## config.mk

```make
export PLATFORM = sky130hd
export DESIGN_NAME = out_port_buffer
export DESIGN_NICKNAME = d
export VERILOG_FILES = /design/src/rtl/out_port_buffer.sv
export SDC_FILE = /design/constraint.sdc
export NUM_CORES = 1
export LEC_CHECK = 0
export BUFFER_PORTS_ARGS = -buffer_cell sky130_fd_sc_hd__buf_2
export CORE_ASPECT_RATIO = 1.5
export CORE_MARGIN = 2
export CORE_UTILIZATION = 50
export DETAILED_ROUTE_END_ITERATION = 12
export PLACE_DENSITY = 0.71
export SYNTH_ARGS = -nofsm -noshare
export SYNTH_HDL_FRONTEND = slang
export SYNTH_SLANG_ARGS = --single-unit
```

## constraint.sdc

```tcl
create_clock -name clk -period 2.2 [get_ports clk]
set_clock_uncertainty 0.05 [all_clocks]
set_input_delay 0.44 -clock clk [delete_from_list [all_inputs] [get_ports clk]]
set_output_delay 0.44 -clock clk [all_outputs]
set_load 0.02 [all_outputs]
```

## src/rtl/out_port_buffer.sv

```systemverilog
// Receiving end of the processor OUT port: a first-word-fall-through FIFO drained over valid/ready.
// Optional drain interrupt output irq is built only when OUT_PORT_IRQ_EN is defined.
module out_port_buffer #(
  parameter  int DATA_WIDTH = 16,
  parameter  int DEPTH      = 4,
  localparam int PTR_W      = $clog2(DEPTH)
) (
  input  logic                  clk,
  input  logic                  reset,
  input  logic [DATA_WIDTH-1:0] out_data,
  input  logic                  out_en,
  output logic [DATA_WIDTH-1:0] ext_data,
  output logic                  ext_valid,
  input  logic                  ext_ready,
  output logic                  full,
  output logic [PTR_W:0]        count,
  output logic                  overflow,
  input  logic                  clr_overflow
`ifdef OUT_PORT_IRQ_EN
  ,
  output logic                  irq
`endif
);

  localparam logic [PTR_W:0] DEPTH_CNT = (PTR_W+1)'(DEPTH);

  logic [DATA_WIDTH-1:0] mem [DEPTH];
  logic [PTR_W-1:0]      wr_ptr;
  logic [PTR_W-1:0]      rd_ptr;
  logic                  push;
  logic                  pop;
  logic                  drop;

  // Head word is exposed straight from storage; a fresh push is only visible next cycle.
  assign ext_data  = mem[rd_ptr];
  assign ext_valid = (count != '0);
  assign full      = (count == DEPTH_CNT);

  // A full FIFO still accepts a word when the head leaves in the same cycle.
  assign pop  = ext_valid && ext_ready;
  assign push = out_en && (!full || pop);
  assign drop = out_en && !push;

  always_ff @(posedge clk or negedge reset) begin
    if (!reset) begin
      for (int i = 0; i < DEPTH; i++) mem[i] <= '0;
      wr_ptr <= '0;
    end else if (push) begin
      mem[wr_ptr] <= out_data;
      wr_ptr      <= wr_ptr + 1'b1;
    end
  end

  always_ff @(posedge clk or negedge reset) begin
    if (!reset) begin
      rd_ptr <= '0;
    end else if (pop) begin
      rd_ptr <= rd_ptr + 1'b1;
    end
  end

  always_ff @(posedge clk or negedge reset) begin
    if (!reset) begin
      count <= '0;
    end else begin
      case ({push, pop})
        2'b10:   count <= count + 1'b1;
        2'b01:   count <= count - 1'b1;
        default: count <= count;
      endcase
    end
  end

  // Sticky drop flag; a drop in the same cycle as a clear keeps it set.
  always_ff @(posedge clk or negedge reset) begin
    if (!reset) begin
      overflow <= 1'b0;
    end else if (drop) begin
      overflow <= 1'b1;
    end else if (clr_overflow) begin
      overflow <= 1'b0;
    end
  end

`ifdef OUT_PORT_IRQ_EN
  always_ff @(posedge clk or negedge reset) begin
    if (!reset) begin
      irq <= 1'b0;
    end else begin
      irq <= pop && !push && (count == (PTR_W+1)'(1));
    end
  end
`endif

endmodule

```

# [After elaboration in Yosys (flattened, before gate mapping)]
# Index checks and enable logic that the tools add are counted.
[word_totals] register_bits=72 latch_bits=0 mem_bits_rw=0 romBits=0 inputBits=21 output_inout_bits=22 elab_cells=39 n_memories=0
[classes] add_sub_neg=4 n_mul=0 div=0 magnitude_cmp=3 n_eq_ne=3 n_shift=0 muxes=9 bitwise_logic=2 n_reduce_logical=10
[ops] cell="64-bit bitwise mux" n=1
[ops] cell="16-bit 2-to-1 mux" n=3
[ops] cell="16-bit binary-select mux with 2-bit select" n=1
[ops] cell="16-bit demux with 2-bit select" n=1
[ops] cell="3-bit greater-or-equal comparator, second input constant" n=2
[ops] cell="2-bit inverter with 3-bit output" n=2
[ops] cell="3-bit one-hot mux with 2 select lines" n=1
[ops] cell="2-bit by 1-bit adder with 2-bit output, second input constant" n=2
[ops] cell="1-bit logical AND" n=4
[ops] cell="2-bit nonzero test" n=2
[ops] cell="3-bit by 1-bit adder with 3-bit output, second input constant" n=1
[ops] cell="3-bit equality test, second input constant" n=1
[ops] cell="3-bit by 1-bit < comparator with 1-bit output, second input constant" n=1
[ops] cell="3-bit nonzero test" n=1
[ops] cell="3-bit by 1-bit subtractor with 3-bit output, second input constant" n=1
[ops] cell="2-bit by 1-bit equality test with 1-bit output, second input constant" n=1
[ops] cell="2-bit equality test, second input constant" n=1
[ops] cell="1-bit zero test" n=2
[ops] cell="1-bit 2-to-1 mux" n=2
[ops] cell="1-bit logical OR" n=1

# [Longest topological paths before layout]
# Gate-level depths: netlist of run 1.
[depth] word_depth=7 ltp_mapped=8 mapped_depth_nobuf=8

# [Worst setup path before layout of run 1]
# OpenSTA, ideal clock, no wires.
[synth_timing] kind="register to register" start="register count[0]" end="register count[2]" setup_ns=0.080 t_arrival_ns=2.178 t_required_ns=2.070 setup_slack_ns=-0.108 path_stages_with_launch=9 path_buffers=0 period_less_slack_ns=2.308 cell_sequence="dfrtp_1 or4b_4 nand2_1 ha_1 inv_1 fa_1 xor2_1 nor2_1 xor2_1"
[synth_via] elab_chain_len=6 word_cells_on_any_way=12 classes_between="add/sub: 2; eq/ne: 3; mux: 1; reduce/logical: 6"
[synth_rtl] item="start: declaration" line_no="16" text="output logic [PTR_W:0] count,"
[synth_rtl] item="start signal: assignment" line_no="67" text="2'b10: count <= count + 1'b1;"
[synth_rtl] item="start signal: assignment" line_no="68" text="2'b01: count <= count - 1'b1;"
[synth_rtl] item="start signal: assignment" line_no="69" text="default: count <= count;"
[synth_rtl] item="3-bit equality test or 3-bit nonzero test (tied branches)" line_no="37, 36"
[synth_rtl] item="1-bit zero test or 1-bit logical AND (tied branches)" line_no="41, 40"
[synth_rtl] item="1-bit logical OR" line_no="41" text="assign push = out_en && (!full || pop);"
[synth_rtl] item="1-bit logical AND" line_no="41"
[synth_rtl] item="2-bit by 1-bit equality test with 1-bit output or 2-bit equality test (tied branches)" line_no="66" text="case ({push, pop})"
[synth_rtl] item="3-bit one-hot mux with 2 select lines or 2-bit nonzero test (tied branches)"
# Parallel ways exist; a longest one is shown, timed or not.
# A chain may end at the register's enable or synchronous reset.

# [Worst setup path after layout of run 1]
[layout_timing] start="register count[1]" end="register count[2]"
# Same word-level chain as after synthesis.

==> summary.txt, run 1 <==
Pwr
  – Clk pwr share: 0.187
  – Seq pwr share: 0.343
  – NetSw: around 2.3 mW
  – Pint: around 4.7 mW
  – Leakage: about 1.9 nW
  – PwrDens: 1704 mW/mm²
  – Logic gate share of total power: 0.470
  – Switching share of power: 0.3246
  – Maximum VDD drop: approximately 900 µV
  – Power Total: 6.943 mW

Worst setup path
  – CP max-delay cell: or4b_4
  – Crit path cell chain: or4b_4, nand2_4, ha_4, inv_2, fa_2, xor2_1, nor2_1, xor2_1
  – R2R Path Start: count[1]$_DFFE_PN0P_
  – CP max FO: 4
  – CP most frequent cell: xor2_1
  – CP peak stage delay: roughly 0.56 ns
  – Crit path max-delay family: simple AND/OR/NAND/NOR gates
  – Crit end category: flip-flop
  – Kind of critical path: flip-flop to flip-flop
  – Sum of buffers and inverters on the critical path: 1
  – CP arrival: 2.35 ns
  – WP data required: about 2.4 ns
  – Setup crit start kind: flip-flop
  – CP startpoint: count[1]$_DFFE_PN0P_

Min path
  – HP Class: input pin to asynchronous set/reset pin

Route
  – DRT Wirelength: 6227 µm
  – ANT nets after route: 0
  – Initial drt markers: 64
  – Remaining DRCs: 0
  – WL/cell: between 15 and 20 µm
  – Vias per cell: approximately 5.4
  – Routed via count: between 1,500 and 2,000
  – Drt pass-1 iters: 4

Global route
  – GRT Residual Overflow: 0
  – Antenna violations before repair: 0
  – Tot GR Track Use: 0.1857
  – Largest net degree at the start of global routing: 36
  – First-pass GRT wire length: about 10,000 µm
  – Number of global-route vias before repair: a little over 2,000

Layout
  – Antenna Cells: 0
  – Multi-input gate area: between 0.001 and 0.0015 mm²
  – Final cell count without fillers: between 300 and 400
  – Layout cell share with drive strength beyond 1: 0.6439
  – FILL cells: ~550
  – Nets: between 200 and 300
  – P&R area growth vs syn: 18.49%
  – Design Area, Final: 0.004074 mm²
  – Fin util: 0.6027
  – Register area: 0.001805 mm²

Logic synthesis
  – Avg Inst Size Synth: about 17 µm²
  – Top post-synthesis cells by area: dfrtp_1 52%, mux2_4 17%, mux4_2 10%
  – Register area share after synthesis: 0.5240
  – Synth top area share: 0.5240
  – Cells after Synth: approximately 200
  – Syn Std Cell Area: 0.003438 mm²
  – #FFs+latches synth: 72
  – Yosys warns: 0
  – Largest area contributor in the netlist: dfrtp_1
  – Synth cell types: 21
  – Mapped Nets: between 200 and 250

Die
  – I/O pins: 43
  – Site row count: 37
  – Core ar.: 0.006759 mm²
  – Die Y: roughly 110 µm
  – Starting Density: 0.5087
  – Die Span X: slightly above 70 µm
  – Die area: ~0.0076 mm²

Timing
  – Setup-failing EPs final: 0
  – RSZ-0062 raised after global routing: yes
  – Slew @ Worst Pin: ~0.56 ns
  – Final Cycle Share: 0.9699
  – Max_slew headroom: 0.6264
  – Max-slew violation count: 0
  – Final Hold Vio Count: 0
  – Fmax: between 0.4 and 0.5 GHz
  – Tmin final: 2.134 ns

CTS
  – Hold buffers post-CTS: 0
  – CTS clk-pin slew, worst paths: 0.07 ns
  – Worst skew pair latency: around 0.34 ns
  – CTS root buf: clkbuf_8
  – H-tree depth: 3
  – Total CTS buffers: 9
  – Sink Count: 72
  – Clock buffer depth: 2
  – CTS tree: yes

Placed design
  – Post-DP HPWL: 4263 µm
  – Dpl cell area: ~0.0038 mm²
  – Final Wtd Congestion: 0.7463
  – IO buf count: between 40 and 50
  – Placed Cells incl. Taps: roughly 330

Run
  – Max-cap viol count: 0

Status
  – Status: finished, final reports clean
-- per-stage QoR --
| step | setup WS [ns] | TNS, ns | hold slack, ns |
|---|---|---|---|
| finish | 0.06613 | 0 | 0.03046 |
| global route | -0.05068 | -0.05068 | 0.04962 |
| CTS | 0.004970 | 0 | 0.03107 |
| detailed placement | -0.1190 | -0.1190 | 0.4087 |
| global placement | -0.06847 | -0.06847 | 0.4091 |
| floorplan | 0.0003018 | 0 | 0.09441 |
-- kinds of logic (layout without fill, tap and decap cells) --
| group | Yosys count | count (layout) | synth area share |
|---|---|---|---|
| AO/OA/AOI/OAI | 2 | 2 | 0.004732 |
| AND/OR/NAND/NOR | 10 | 10 | 0.01856 |
| multiplexers | 82 | 82 | 0.3643 |
| adder cells (fa/ha/maj) | 6 | 6 | 0.02402 |
| buffers and inverters | 19 | 86 | 0.04913 |
| XOR/XNOR | 6 | 6 | 0.01529 |
| flip-flops | 72 | 72 | 0.5240 |
-- placed cells by master, fill, tap and decap left out --
master,synthesis,layout
xor2_1,3,3
nand2_1,2,1
xnor2_1,3,3
dfrtp_2,0,3
mux4_2,16,16
and3_1,5,5
clkinv_2,0,1
nor2_1,1,1
mux2i_1,1,1
or3_2,1,1
clkbuf_8,0,11
mux2_2,25,25
ha_4,0,1
ha_1,5,4
buf_4,0,17
buf_2,2,42
inv_1,7,6
clkinvlp_4,0,1
inv_2,0,1
mux2_4,40,40
o22ai_1,1,1
buf_6,4,2
nand2_4,0,1
buf_12,4,2
bufinv_16,0,3
fa_2,0,1
dfrtp_1,72,69
or4b_4,1,1
o31a_2,1,1
-- flip-flops by register name, summed over array words and instances, names as in the netlist --
signal    cells
overflow      1
count         3
rd_ptr        2
mem          64
wr_ptr        2
-- timing repair --
item | 4_1_cts | 5_1_grt
gates resized for setup | 0 | 5
hold endpoints to repair | 0 | 0
buffers inserted | 0 | 1
setup endpoints to repair | 0 | 9
-- synthesized netlist by cell type --
| master | number |
|---|---|
| o31a_2 | 1 |
| clkbuf_1 | 2 |
| nor2_1 | 1 |
| mux2_2 | 25 |
| and3_1 | 5 |
| xnor2_1 | 3 |
| buf_6 | 4 |
| fa_1 | 1 |
| ha_1 | 5 |
| mux2i_1 | 1 |
| mux2_4 | 40 |
| mux4_2 | 16 |
| nand2_1 | 2 |
| xor2_1 | 3 |
| buf_2 | 2 |
| or3_2 | 1 |
| dfrtp_1 | 72 |
| o22ai_1 | 1 |
| inv_1 | 7 |
| buf_12 | 4 |
| or4b_4 | 1 |
-- per-layer routing --
layer	track usage	wire length [µm]	up-vias
li1	-	-	838
met1	0.2367	2689	947
met2	0.2970	3148	36
met3	0.04780	244	14
met4	0.08086	145	0
met5	0	0	-
-- power groups by stage --
stage               clock network (mW)  registers (mW)  logic [mW]
global route                      1.38            2.46        3.52
detailed placement                   0            2.39        3.26
finish                            1.30            2.38        3.26
CTS                               1.33            2.38        3.27
global placement                     0            2.37        3.19
floorplan                            0            2.32        2.52
-- final timing paths --
kind	depth (start not counted)	slack (ns)	endpoint
min in group clk	2	0.24	overflow$_DFFE_PN0P_
max	8	0.07	count[2]$_DFFE_PN0P_
min reg2reg	1	0.45	mem[0]$_DFFE_PN0P_
min	1	0.03	mem[8]$_DFFE_PN0P_
max reg2reg	8	0.07	count[2]$_DFFE_PN0P_
max in group asynchronous	2	1.45	mem[23]$_DFFE_PN0P_
-- layout make-up --
cell class / count / share of cell area
multi-input cells: 106 / 0.3658
repair buffers: 63 / 0.09828
clock inverters: 5 / 0.02518
well taps: 78 / 0.02396
clock buffers: 11 / 0.03716
inverters: 7 / 0.006450
flip-flops and latches: 72 / 0.4432
No activity file was read; power rests on OpenSTA's default activity.
==> run 2: changes to the inputs <==
--- a/config.mk
+++ b/config.mk
@@ -11,6 +11,7 @@
 export CORE_UTILIZATION = 50
 export DETAILED_ROUTE_END_ITERATION = 12
 export PLACE_DENSITY = 0.71
+export REMOVE_ABC_BUFFERS = 1
 export SYNTH_ARGS = -nofsm -noshare
 export SYNTH_HDL_FRONTEND = slang
 export SYNTH_SLANG_ARGS = --single-unit
==> summary.txt, run 2 (synthesis gave the netlist of run 1 again) <==
Timing
  – Slew @ Worst Pin: between 0.3 and 0.4 ns
  – Fin worst setup slack: between 0.07 and 0.08 ns
  – Hold WS: 0.06116 ns
  – Final Cycle Share: 0.9664
  – RSZ-0062 raised after global routing: yes
  – Final Hold Vio Count: 0
  – Tmin final: 2.126 ns
  – Max-slew violation count: 0
  – Max_slew headroom: 0.7482
  – Fmax: ~0.47 GHz
  – Setup-failing EPs final: 0

Worst setup path
  – WP data required: 1.71 ns
  – Crit path cell chain: buf_6, mux4_2, buf_2
  – Kind of critical path: flip-flop to primary output
  – CP max FO: 10
  – R2R Path Start: count[0]$_DFFE_PN0P_
  – CP max-delay cell: mux4_2
  – Crit end category: primary output
  – CP arrival: around 1.6 ns
  – CP peak stage delay: roughly 0.52 ns
  – CP startpoint: rd_ptr[0]$_DFFE_PN0P_
  – Setup crit start kind: flip-flop

Die
  – Core ar.: a little under 0.007 mm²
  – Die area: around 0.0076 mm²
  – Die Span X: a little over 70 µm
  – I/O pins: 43
  – Die Y: around 110 µm
  – Site row count: 37
  – Starting Density: 0.5087

Global route
  – Largest net degree at the start of global routing: between 70 and 80
  – GRT Residual Overflow: 0
  – GRT met3 Usage: 0.05545
  – Number of global-route vias before repair: approximately 2,000
  – Antenna violations before repair: 0
  – Met1 usage: 0.2387
  – Met2 usage in global routing: 0.2923
  – GRT Max-Usage Layer: met2
  – Tot GR Track Use: 0.1857
  – First-pass GRT wire length: between 10,000 and 15,000 µm

Route
  – Routed via count: about 1,800
  – ANT nets after route: 0
  – Drt pass-1 iters: 4
  – DRT Wirelength: between 6000 and 7000 µm
  – Remaining DRCs: 0
  – WL/cell: between 15 and 20 µm
  – Initial drt markers: approximately 110
  – Vias per cell: 5.358

CTS
  – Clock buffer depth: 2
  – Total CTS buffers: 9
  – CTS clk-pin slew, worst paths: about 0.070 ns
  – CTS tree: yes
  – H-tree depth: 3
  – Hold buffers post-CTS: 0
  – Sink Count: between 70 and 80
  – Worst skew pair latency: roughly 0.35 ns
  – CTS root buf: clkbuf_8

Pwr
  – Pint: roughly 4.3 mW
  – Seq pwr share: 0.371
  – Clk pwr share: 0.135
  – Logic gate share of total power: 0.494
  – NetSw: roughly 2.2 mW
  – Leakage: 1.823 nW
  – Switching share of power: 0.3399
  – PwrDens: about 1600 mW/mm²
  – Power Total: around 6.5 mW
  – Maximum VDD drop: 852.3 µV

Placed design
  – Dpl cell area: around 0.0038 mm²
  – Post-DP HPWL: between 4000 and 5000 µm
  – IO buf count: 42
  – Final Wtd Congestion: between 0.7 and 0.8
  – Placed Cells incl. Taps: between 300 and 400
  – Setup slack at placement: -0.04539 ns

Layout
  – P&R area growth vs syn: 14.26%
  – Register area: 0.001803 mm²
  – Regs by FF count: mem x64, count x3
  – Design Area, Final: 0.003929 mm²
  – Final cell count without fillers: about 340
  – Most common cell after layout, fill and taps aside: dfrtp_1
  – Max reg flops: 64
  – Antenna Cells: 0
  – Most frequent cells in the layout: 71 x dfrtp_1, 42 x buf_2, 40 x mux2_4
  – Layout cell share with drive strength beyond 1: 0.6070
  – Multi-input gate area: ~0.0015 mm²
  – Nets: between 200 and 300
  – Reg with most FFs: mem
  – FILL cells: between 500 and 600

Run
  – Max-cap viol count: 0

Min path
  – HP Class: input pin to asynchronous set/reset pin

Status
  – Status: finished, final reports clean
==> run 2: path summary, 6_finish.rpt <==
kind | cells after the start | endpoint | slack, ns
max in group asynchronous | 2 | count[2]$_DFFE_PN0P_ | 1.72
min | 2 | mem[61]$_DFFE_PN0P_ | 0.06
max | 3 | ext_data[1] | 0.07
max reg2reg | 8 | count[2]$_DFFE_PN0P_ | 0.09
min in group clk | 2 | overflow$_DFFE_PN0P_ | 0.24
min reg2reg | 1 | mem[24]$_DFFE_PN0P_ | 0.45
==> run 2: metal layers <==
metal | share of wire | up-vias
met1 | 0.43 | 929
met5 | 0 | -
met4 | 0.019 | 0
li1 | - | 821
met2 | 0.52 | 34
met3 | 0.040 | 11
==> run 2: area by class of cell <==
cell class / count / area share
multi-input cells: 106 / 0.3748
flip-flops and latches: 72 / 0.4589
well taps: 78 / 0.02484
clock inverters: 1 / 0.001274
inverters: 7 / 0.006688
clock buffers: 13 / 0.03790
repair buffers: 58 / 0.09554
==> run 2: repair_timing <==
item,4_1_cts,5_1_grt
gates resized for setup,0,5
setup buffers,0,0
setup endpoints to repair,0,11
==> run 2: power groups by stage <==
stage	combinational [mW]	sequential, mW	clock, mW
after floorplan	2.24	2.43	0
after global placement	3.16	2.38	0
after detailed placement	3.23	2.41	0
after CTS	3.23	2.40	0.908
after global routing	3.41	2.49	0.971
final	3.20	2.40	0.877
==> run 2: metrics by stage <==
step / utilization / TNS (ns)
floorplan: - / -0.1081
global placement: 0.5565 / -0.03431
detailed placement: 0.5565 / -0.04539
CTS: 0.5792 / 0
global route: 0.5813 / -0.03679
finish: 0.5813 / 0
==> run 2: critical path: cells and delay by family (launching register included) <==
| kind | cells | cell delay (ns) |
|---|---|---|
| mux | 1 | 0.52 |
| flops | 1 | 0.38 |
| buf+inv | 2 | 0.38 |
